<file path="config.mk">
export PLATFORM = sky130hd
export DESIGN_NAME = vp_key_event_queue
export DESIGN_NICKNAME = d
export VERILOG_FILES = /design/src/rtl/vp_input_pkg.sv /design/src/rtl/vp_event_fifo.sv /design/src/rtl/vp_key_event_queue.sv
export SDC_FILE = /design/constraint.sdc
export NUM_CORES = 1
export LEC_CHECK = 0
export ABC_CLOCK_PERIOD_IN_PS = 2800
export BUFFER_PORTS_ARGS = -buffer_cell sky130_fd_sc_hd__buf_2
export CAP_MARGIN = 40
export CORE_MARGIN = 8
export CORE_UTILIZATION = 53
export DETAILED_ROUTE_END_ITERATION = 8
export PLACE_DENSITY_LB_ADDON = 0.05
export SETUP_SLACK_MARGIN = 0.02
export SLEW_MARGIN = 5
export SYNTH_ARGS = -nofsm -noshare
export SYNTH_HDL_FRONTEND = slang
export SYNTH_SLANG_ARGS = --single-unit
</file>
<file path="constraint.sdc">
create_clock -name clk_sys -period 2.8 [get_ports clk_sys]
set_input_delay 0.56 -clock clk_sys [delete_from_list [all_inputs] [get_ports clk_sys]]
set_output_delay 0.56 -clock clk_sys [all_outputs]
set_load 0.05 [all_outputs]
</file>
<file path="src/rtl/vp_input_pkg.sv">
// ---------------------------------------------------------------------------
// vp_input_pkg
// Shared types and helpers for the keyboard/gamepad input path that feeds
// vp_keymap.
//   key_event_t  : one queued key event {released, ascii}
//   digit_ascii  : numpad bit index (0..9) -> ASCII digit ("1".."9","0")
//   NUMPAD_W     : width of one gamepad numpad field
//   ASCII_NONE   : PS/2 code meaning "no mapping", never queued
// ---------------------------------------------------------------------------
package vp_input_pkg;

   localparam int         NUMPAD_W   = 10;
   localparam logic [7:0] ASCII_NONE = 8'h00;

   typedef struct packed {
      logic       released;
      logic [7:0] ascii;
   } key_event_t;

   // Numpad bit 9 is the "0" key, bits 0..8 are "1".."9".
   function automatic logic [7:0] digit_ascii(input int i);
      if (i >= 9) return 8'h30;
      return 8'h31 + 8'(i);
   endfunction

endpackage

</file>
<file path="src/rtl/vp_event_fifo.sv">
// ---------------------------------------------------------------------------
// vp_event_fifo
// Show-ahead synchronous FIFO with an exact occupancy count.
//   clk_sys, reset : clock, asynchronous active-high reset
//   wr_en, wr_data : push request and data
//   wr_ready       : push would be accepted this cycle (not full, or a pop
//                    happens in the same cycle)
//   rd_en          : pop request, ignored while empty
//   rd_valid       : head entry valid
//   rd_data        : head entry (zero while empty)
//   level          : entries held, 0..DEPTH
// ---------------------------------------------------------------------------
module vp_event_fifo #(
   parameter int WIDTH = 9,
   parameter int DEPTH = 8
) (
   input  logic                     clk_sys,
   input  logic                     reset,
   input  logic                     wr_en,
   input  logic [WIDTH-1:0]         wr_data,
   output logic                     wr_ready,
   input  logic                     rd_en,
   output logic                     rd_valid,
   output logic [WIDTH-1:0]         rd_data,
   output logic [$clog2(DEPTH):0]   level
);

   localparam int AW = $clog2(DEPTH);
   localparam int LW = AW + 1;

   logic [WIDTH-1:0] mem [DEPTH];
   logic [AW-1:0]    wr_ptr;
   logic [AW-1:0]    rd_ptr;
   logic             full;
   logic             empty;
   logic             do_push;
   logic             do_pop;

   // A full FIFO still takes a push when the head leaves in the same cycle.
   always_comb begin
      full     = (level == LW'(DEPTH));
      empty    = (level == '0);
      do_pop   = rd_en && !empty;
      wr_ready = !full || do_pop;
      do_push  = wr_en && wr_ready;
      rd_valid = !empty;
      rd_data  = empty ? '0 : mem[rd_ptr];
   end

   // Pointers wrap naturally because DEPTH is a power of two.
   always_ff @(posedge clk_sys or posedge reset) begin
      if (reset) begin
         wr_ptr <= '0;
         rd_ptr <= '0;
         level  <= '0;
      end else begin
         if (do_push) wr_ptr <= wr_ptr + AW'(1);
         if (do_pop)  rd_ptr <= rd_ptr + AW'(1);
         if (do_push && !do_pop)      level <= level + LW'(1);
         else if (!do_push && do_pop) level <= level - LW'(1);
      end
   end

   // Storage needs no reset: the head is masked to zero while empty.
   always_ff @(posedge clk_sys) begin
      if (do_push) mem[wr_ptr] <= wr_data;
   end

endmodule

</file>
<file path="src/rtl/vp_key_event_queue.sv">
// ---------------------------------------------------------------------------
// vp_key_event_queue
// Merges PS/2 key events and gamepad numpad keys into one event queue for
// vp_keymap. Gamepad keys are OR-merged across channels, edge detected and
// held as pending press/release bits until the scanner can queue them, so
// every reported press gets its release and nothing is lost while full.
//   clk_sys, reset   : clock, asynchronous active-high reset
//   ps2_strobe_i     : one-cycle PS/2 event strobe
//   ps2_ascii_i      : PS/2 ASCII code (0x00 = unmapped, dropped)
//   ps2_released_i   : PS/2 event is a key release
//   joy_numpad_i     : N_JOY numpad fields, 10 bits each, 1 = pressed
//   ev_valid_o       : head event valid
//   ev_ascii_o       : head event ASCII code
//   ev_released_o    : head event is a release
//   ev_ack_i         : pop head event
//   level_o          : queue occupancy
//   overflow_o       : sticky, a PS/2 event was dropped
// ---------------------------------------------------------------------------
module vp_key_event_queue
   import vp_input_pkg::*;
#(
   parameter int N_JOY    = 2,
   parameter int DEPTH    = 8,
   parameter bit PS2_PRIO = 1'b1
) (
   input  logic                        clk_sys,
   input  logic                        reset,
   input  logic                        ps2_strobe_i,
   input  logic [7:0]                  ps2_ascii_i,
   input  logic                        ps2_released_i,
   input  logic [N_JOY*NUMPAD_W-1:0]   joy_numpad_i,
   output logic                        ev_valid_o,
   output logic [7:0]                  ev_ascii_o,
   output logic                        ev_released_o,
   input  logic                        ev_ack_i,
   output logic [$clog2(DEPTH):0]      level_o,
   output logic                        overflow_o
);

   logic [NUMPAD_W-1:0] merged, cur, prev, rise, fall;
   logic [NUMPAD_W-1:0] pend_press, pend_rel, next_press, next_rel;
   logic [NUMPAD_W-1:0] clr_press, clr_rel, p_left, r_left;
   logic                scan_req, scan_rel, scan_take;
   logic [3:0]          scan_idx;
   logic                ps2_valid, skid_valid, skid_load, skid_clear, ps2_drop;
   logic                push_en, push_ready;
   key_event_t          scan_ev, ps2_ev, skid_ev, push_ev, head_ev;

   // A key only counts as released once no channel holds it any more.
   always_comb begin
      merged = '0;
      for (int c = 0; c < N_JOY; c++)
         merged = merged | joy_numpad_i[c*NUMPAD_W +: NUMPAD_W];
   end

   // Lowest pending index wins; a pending press on an index goes before
   // its pending release.
   always_comb begin
      scan_req = 1'b0;
      scan_rel = 1'b0;
      scan_idx = '0;
      for (int i = NUMPAD_W-1; i >= 0; i--) begin
         if (pend_press[i] || pend_rel[i]) begin
            scan_req = 1'b1;
            scan_idx = 4'(i);
            scan_rel = !pend_press[i];
         end
      end
      scan_ev.released = scan_rel;
      scan_ev.ascii    = digit_ascii(int'(scan_idx));
   end

   // One push per cycle. With PS2_PRIO the PS/2 event takes the slot and
   // the scanner waits; otherwise the scanner wins and the PS/2 event is
   // parked in the skid register, which then goes first on the next cycle.
   always_comb begin
      ps2_valid       = ps2_strobe_i && (ps2_ascii_i != ASCII_NONE);
      ps2_ev.released = ps2_released_i;
      ps2_ev.ascii    = ps2_ascii_i;
      push_en         = 1'b0;
      push_ev         = '0;
      scan_take       = 1'b0;
      skid_load       = 1'b0;
      skid_clear      = 1'b0;
      ps2_drop        = 1'b0;
      if (PS2_PRIO) begin
         if (ps2_valid) begin
            push_en  = 1'b1;
            push_ev  = ps2_ev;
            ps2_drop = !push_ready;
         end else if (scan_req) begin
            push_en   = 1'b1;
            push_ev   = scan_ev;
            scan_take = push_ready;
         end
      end else begin
         if (skid_valid) begin
            push_en    = 1'b1;
            push_ev    = skid_ev;
            skid_clear = push_ready;
            ps2_drop   = ps2_valid;
         end else if (scan_req) begin
            push_en   = 1'b1;
            push_ev   = scan_ev;
            scan_take = push_ready;
            skid_load = ps2_valid;
         end else if (ps2_valid) begin
            push_en  = 1'b1;
            push_ev  = ps2_ev;
            ps2_drop = !push_ready;
         end
      end
   end

   // Pending update: the scanner's consumption is applied first, then the
   // new edges. An edge opposite to a still-pending one cancels it, so a
   // quick tap that was never reported stays unreported.
   always_comb begin
      rise      = cur & ~prev;
      fall      = ~cur & prev;
      clr_press = (scan_take && !scan_rel) ? (NUMPAD_W'(1) << scan_idx) : '0;
      clr_rel   = (scan_take &&  scan_rel) ? (NUMPAD_W'(1) << scan_idx) : '0;
      p_left    = pend_press & ~clr_press;
      r_left    = pend_rel & ~clr_rel;
      next_press = p_left;
      next_rel   = r_left;
      for (int i = 0; i < NUMPAD_W; i++) begin
         if (rise[i]) begin
            next_rel[i]   = 1'b0;
            next_press[i] = p_left[i] || !r_left[i];
         end else if (fall[i]) begin
            next_press[i] = 1'b0;
            next_rel[i]   = r_left[i] || !p_left[i];
         end
      end
   end

   // Input register, edge history, pending masks, skid and overflow flag.
   always_ff @(posedge clk_sys or posedge reset) begin
      if (reset) begin
         cur        <= '0;
         prev       <= '0;
         pend_press <= '0;
         pend_rel   <= '0;
         skid_valid <= 1'b0;
         skid_ev    <= '0;
         overflow_o <= 1'b0;
      end else begin
         cur        <= merged;
         prev       <= cur;
         pend_press <= next_press;
         pend_rel   <= next_rel;
         if (skid_clear) skid_valid <= 1'b0;
         if (skid_load) begin
            skid_valid <= 1'b1;
            skid_ev    <= ps2_ev;
         end
         if (ps2_drop) overflow_o <= 1'b1;
      end
   end

   vp_event_fifo #(
      .WIDTH ($bits(key_event_t)),
      .DEPTH (DEPTH)
   ) u_fifo (
      .clk_sys  (clk_sys),
      .reset    (reset),
      .wr_en    (push_en),
      .wr_data  (push_ev),
      .wr_ready (push_ready),
      .rd_en    (ev_ack_i),
      .rd_valid (ev_valid_o),
      .rd_data  (head_ev),
      .level    (level_o)
   );

   assign ev_ascii_o    = head_ev.ascii;
   assign ev_released_o = head_ev.released;

endmodule

</file>
# [Yosys cells after proc, flatten, opt, wreduce, memory -nomap -nowiden]
# Memories as Yosys holds them, arrays and structs flattened.
# Cells that the tools add are included.
# Widths: inputs -> output; s select.
[word_totals] out_inout_bits=15 mem_bits_rw=72 wordCells=190 regBits=51 input_bits=33 memories=1
[mem_list] name="u_fifo.mem" depth=8 width=9 read_ports=1 rd_clocked_by_memory_dff=0 wr=1 line_no="vp_event_fifo.sv:31" text="logic [WIDTH-1:0] mem [DEPTH];"
[op_classes] n_eq_ne=1 n_reduce_logical=77 muxes=87 shift=1 bitwise=9 addsub=5 n_lt_le_gt_ge=1
[op_table] operator="$mux 1" n=68
[op_table] operator="$mux 4" n=12
[op_table] operator="$and 10x10->10" n=4
[op_table] operator="$not 10->10" n=4
[op_table] operator="$logic_not 1->1" n=36
[op_table] operator="$logic_or 1x1->1" n=31
[op_table] operator="$mux 9" n=3
[op_table] operator="$mux 10" n=2
[op_table] operator="$mux 8" n=2
[op_table] operator="$or 10x10->10" n=1
[op_table] operator="$shl 1x4->10 const A" n=1
[op_table] operator="$reduce_bool 8->1" n=1
[op_table] operator="$add 6x4->7 const A" n=1
[op_table] operator="$logic_and 1x1->1" n=7
[op_table] operator="$add 3x1->3 const B" n=2
[op_table] operator="$add 4x1->4 const B" n=1
[op_table] operator="$eq 4x4->1 const B" n=1
[op_table] operator="$ge 4x4->1 const B" n=1
[op_table] operator="$logic_not 4->1" n=1
[op_table] operator="$sub 4x1->4 const B" n=1
[op_table] operator="$reduce_bool 2->1" n=1

# [Depth between registers and ports, before layout]
[depth] word_depth=21 mapped_depth=13 depth_no_buf=13

# [Hierarchy]
# From an unflattened synthesis, not the netlist that was laid out.
[hier_totals] hier_cells=380 area_unflattened_um2=5487.8
[modules_own_cells] module="vp_event_fifo" cells_per_inst=171 instances=1 seq_area_each_um2=2412.3 area_per_inst_um2=3352.0
[modules_own_cells] module="vp_key_event_queue" cells_per_inst=209 instances=1 seq_area_each_um2=1026.0 area_per_inst_um2=2135.8

# [Least setup slack after synthesis]
# OpenSTA, ideal clock, no wires.
[synth_timing] path_type="reg-to-reg" startpoint="register u_fifo.level[0]" endpoint="register u_fifo.level[3]" period_less_slack_ns=3.186 path_buffers=0 t_required_ns=2.654 setup_ns=0.146 arrival_time_ns=3.040 path_stages_with_launch=13 setup_slack_ns=-0.386 path_cell_list="dfrtp_1 > or3_1 > nor2_2 > inv_1 > nand2_1 > ha_1 > inv_1 > ha_1 > a21o_1 > a21oi_1 > xnor2_1 > nor2_1 > xor2_1"
[synth_via] elab_chain_cells=8 word_cells_on_any_way=16 classes_between="add/sub (2); eq/ne (1); mux (2); reduce/logical (11)"
[synth_lines] item="start, declared" line_no="vp_event_fifo.sv:25" text="output logic [$clog2(DEPTH):0] level"
[synth_lines] item="start signal, assigned" line_no="vp_event_fifo.sv:59" text="if (do_push && !do_pop) level <= level + LW'(1);"
[synth_lines] item="start signal, assigned" line_no="vp_event_fifo.sv:60" text="else if (!do_push && do_pop) level <= level - LW'(1);"
[synth_lines] item="$logic_not 4->1 (*)" line_no="vp_event_fifo.sv:42" text="empty = (level == '0);"
[synth_lines] item="$logic_not 1->1 (*)"
[synth_lines] item="named net ev_valid_o" line_no="vp_key_event_queue.sv:32" text="output logic ev_valid_o,"
[synth_lines] item="$logic_and 1x1->1 (*)" line_no="vp_event_fifo.sv:43" text="do_pop = rd_en && !empty;"
[synth_lines] item="$logic_or 1x1->1" line_no="vp_event_fifo.sv:44" text="wr_ready = !full || do_pop;"
[synth_lines] item="$logic_and 1x1->1" line_no="vp_event_fifo.sv:45" text="do_push = wr_en && wr_ready;"
[synth_lines] item="$logic_not 1->1" line_no="vp_event_fifo.sv:60"
[synth_lines] item="$logic_and 1x1->1" line_no="vp_event_fifo.sv:60"
[synth_lines] item="$reduce_bool 2->1 (no source line)"
# The timed path passes the listed nets; every way through them passes the cells marked *. The select of a mux whose other input is x is not followed.
# A chain may end at the register's enable or synchronous reset.

# [Worst setup path in the final report]
[layout_timing] startpoint="register pend_press[5]" endpoint="register u_fifo.level[3]"
[layout_via] elab_chain_cells=13 word_cells_on_any_way=15 classes_between="mux (9); reduce/logical (6)"
[layout_lines] item="start, declared" line_no="vp_key_event_queue.sv:41" text="logic [NUMPAD_W-1:0] pend_press, pend_rel, next_press, next_rel;"
[layout_lines] item="start signal, assigned" line_no="vp_key_event_queue.sv:151" text="pend_press <= next_press;"
[layout_lines] item="$logic_or 1x1->1 (*)" line_no="vp_key_event_queue.sv:63" text="if (pend_press[i] || pend_rel[i]) begin"
[layout_lines] item="$mux 1 (*) (6 in series)" line_no="vp_key_event_queue.sv:63"
[layout_lines] item="$mux 1 (*)" line_no="vp_key_event_queue.sv:91" text="end else if (scan_req) begin"
[layout_lines] item="$mux 1 (*)" line_no="vp_key_event_queue.sv:87" text="if (ps2_valid) begin"
[layout_lines] item="$logic_and 1x1->1 (*)" line_no="vp_event_fifo.sv:45"
[layout_lines] item="named net u_fifo.do_push" line_no="vp_event_fifo.sv:36" text="logic do_push;"
[layout_lines] item="$logic_not 1->1" line_no="vp_event_fifo.sv:60"
[layout_lines] item="$logic_and 1x1->1" line_no="vp_event_fifo.sv:60"
[layout_lines] item="$reduce_bool 2->1 (no source line)"
# The timed path passes the listed nets; every way through them passes the cells marked *.

==> results.txt <==
initial antenna violation count: 0
Clock Path Buffers: 2
Setup TNS Final: 0 ps
Final Max Tran Viols: 0
First-pass DRT Iterations: 4
WL per Instance: 17.7 um
GRT met2 Usage: 30.5%
max cap viols: 0
met1 Usage GRT: 19.6%
Synth Warn #: 0
total CTS buffers: 17
largest net degree at the start of global routing: 30
post-synthesis register bit count: 123
hold crit path type: in -> async
Tcrit/Tclk final: 94.4%
DP Area: 0.00624 mm2
Slew headroom: 44.8%
via count: 3526
All-Layer GR Usage: 17.1%
vias per cell: 5.56
Root Buffer: clkbuf_8
area leader, netlist: edfxtp_1
Post-CTS Hold Fix Bufs: 0
Critical Path Start Type: flip-flop
Critical Path AT: 3040 ps
WP data required: 3200 ps
Area contributors post-synth: edfxtp_1 39%, dfrtp_1 23%, mux4_2 7.4%, ha_1 2.7%, nor2_1 1.8%
Crit Path Max Fanout: 5
clock transition at the registers of the reported paths: 60 ps
PD cells: 1220 mW/mm2
clock skew: 6.38 ps
Yosys top cell area share: 39.3%
most frequent cells in the layout: 72 x edfxtp_1, 47 x dfrtp_1, 47 x buf_2
register area share after synthesis: 62.5%
fillers: 756
Worst-Skew Late Latency: 520 ps
Antenna Cells: 0
Die Width: 118 um
die footprint: 0.0139 mm2
GRT Max-Usage Layer: met2
# port buffers: 47
layout cells sized above 1: 36.9%
Clock Sinks: 123
Final Wtd Congestion: 0.816
crit path time final: 2640 ps
worst slew pin tran: 821 ps
Mapped Nets: 432
WL final: 11200 um
fin area: 0.00688 mm2
io pins: 48
Layout area overhead: 25.1%
grt total ovfl: 0
first-pass GRT wire length: 18800 um
status: finished clean
vias in the first global route: 3776
crit end category: flip-flop
num rows: 37
total power: 8370 uW
Post-synth ARST share: 41.5%
Final nets: 531
syn_area_per_cell: 14.2 um2
Initial Utilization: 54.0%
H-Tree Depth: 4
CTS tree: done
Netlist Area Pre-Place: 0.00550 mm2
EDFF count, synth: 72
drt drc: 0
initial DRC count: 207
core area: 0.0102 mm2
Synth cell types: 54
met3 Use GR: 3.93%
worst slack, placed: -104 ps
Worst Slack Setup Final: 158 ps
Leak: 0.00271 uW
RSZ-0062 raised after global routing: true
fmax: 378 MHz
most common cell after layout, fill and taps aside: edfxtp_1
Final setup viols: 0
DP HPWL: 7800 um
post-synthesis cell count: 386
top_reg_cell synth: edfxtp_1
Crit Path Class: reg -> reg
maximum vdd ir drop: 552 uV
Routed Antenna Nets: 0
Hold Violations, Final: 0
die height: 118 um
[critical path: stages, from the launching register on]
cell     delay, ps
dfrtp_1        460
nor4_4         370
nand4_2        150
or3_4          370
o21ai_4         90
inv_4           50
ha_4           170
inv_4           60
ha_4           180
a21o_1         160
a21oi_2        130
xnor2_1        130
nor2_1          70
xor2_1         130
[metal layers]
metal  up-vias  share of wire [%]
met1      1766                 41
met3        15                4.1
li1       1666                  -
met4         0                1.5
met5         -                  0
met2        79                 53
[synthesized netlist by cell type, drive strengths merged, types with 2 or more instances]
master   n
a21boi   3
a21o     2
a21oi    5
a221oi   2
a22o     5
a31oi    2
and2     4
buf      6
dfrtp   51
edfxtp  72
ha      12
inv     24
mux2     2
mux2i    9
mux4    18
nand2   20
nand2b  10
nand3    8
nor2    27
nor2b    6
nor3     5
nor4     9
o211ai   2
o21a    11
o21ai   14
o221ai   8
o22ai    4
o31a     3
o31ai   10
or2     13
or3      3
xnor2    7
[per-stage QoR]
stage	hold slack, ps	cells	util [%]
floorplan	359	386	-
global placement	368	599	61.1
detailed placement	373	602	61.3
CTS	67.9	634	67.1
global route	107	634	67.5
finish	68.9	634	67.5
[report_power, final]
group,internal [uW],switching (uW)
Combinational,1310,2000
Clock,1360,799
Sequential,2530,369
[cells by family after synthesis]
group	synth area share, %
AO/OA/AOI/OAI	10.3
adder cells (fa/ha/maj)	3.09
XOR/XNOR	1.27
AND/OR/NAND/NOR	11.0
flip-flops	62.5
buffers and inverters	2.37
multiplexers	9.42
[final timing paths]
| check | endpoint | depth (start not counted) | from | slack, ps |
|---|---|---|---|---|
| worst max-delay path | u_fifo.level[3] | 13 | pend_press[5] | 160 |
| worst min-delay path | prev[8] | 2 | reset | 70 |
| worst max register to register | u_fifo.level[3] | 13 | pend_press[5] | 160 |
| worst min register to register | prev[7] | 0 | cur[7] | 380 |
| max in group asynchronous | pend_press[4] | 3 | reset | 1960 |
| min in group clk_sys | cur[5] | 2 | joy_numpad_i[5] | 220 |
[sequential cells by signal, indices dropped and copies added (netlist names), 3 cells and up]
name           cells
pend_press        10
u_fifo.rd_ptr      3
pend_rel          10
u_fifo.mem        72
cur               10
u_fifo.wr_ptr      3
u_fifo.level       4
prev              10
[final cells by class]
cell class / instances / area [um2] / area share [%]
multi-input cells: 232 / 2030 / 29.5
clock inverters: 14 / 170 / 2.47
inverters: 24 / 98.8 / 1.44
repair buffers: 87 / 548 / 7.97
flip-flops and latches: 123 / 3440 / 50.1
well taps: 136 / 170 / 2.47
clock buffers: 18 / 418 / 6.08
[what timing repair did]
item | CTS | global route
setup endpoints to repair | 24 | 20
resized for setup | 3 | 8
buffers inserted | 0 | 0
Power figures use the tool's default switching activity.
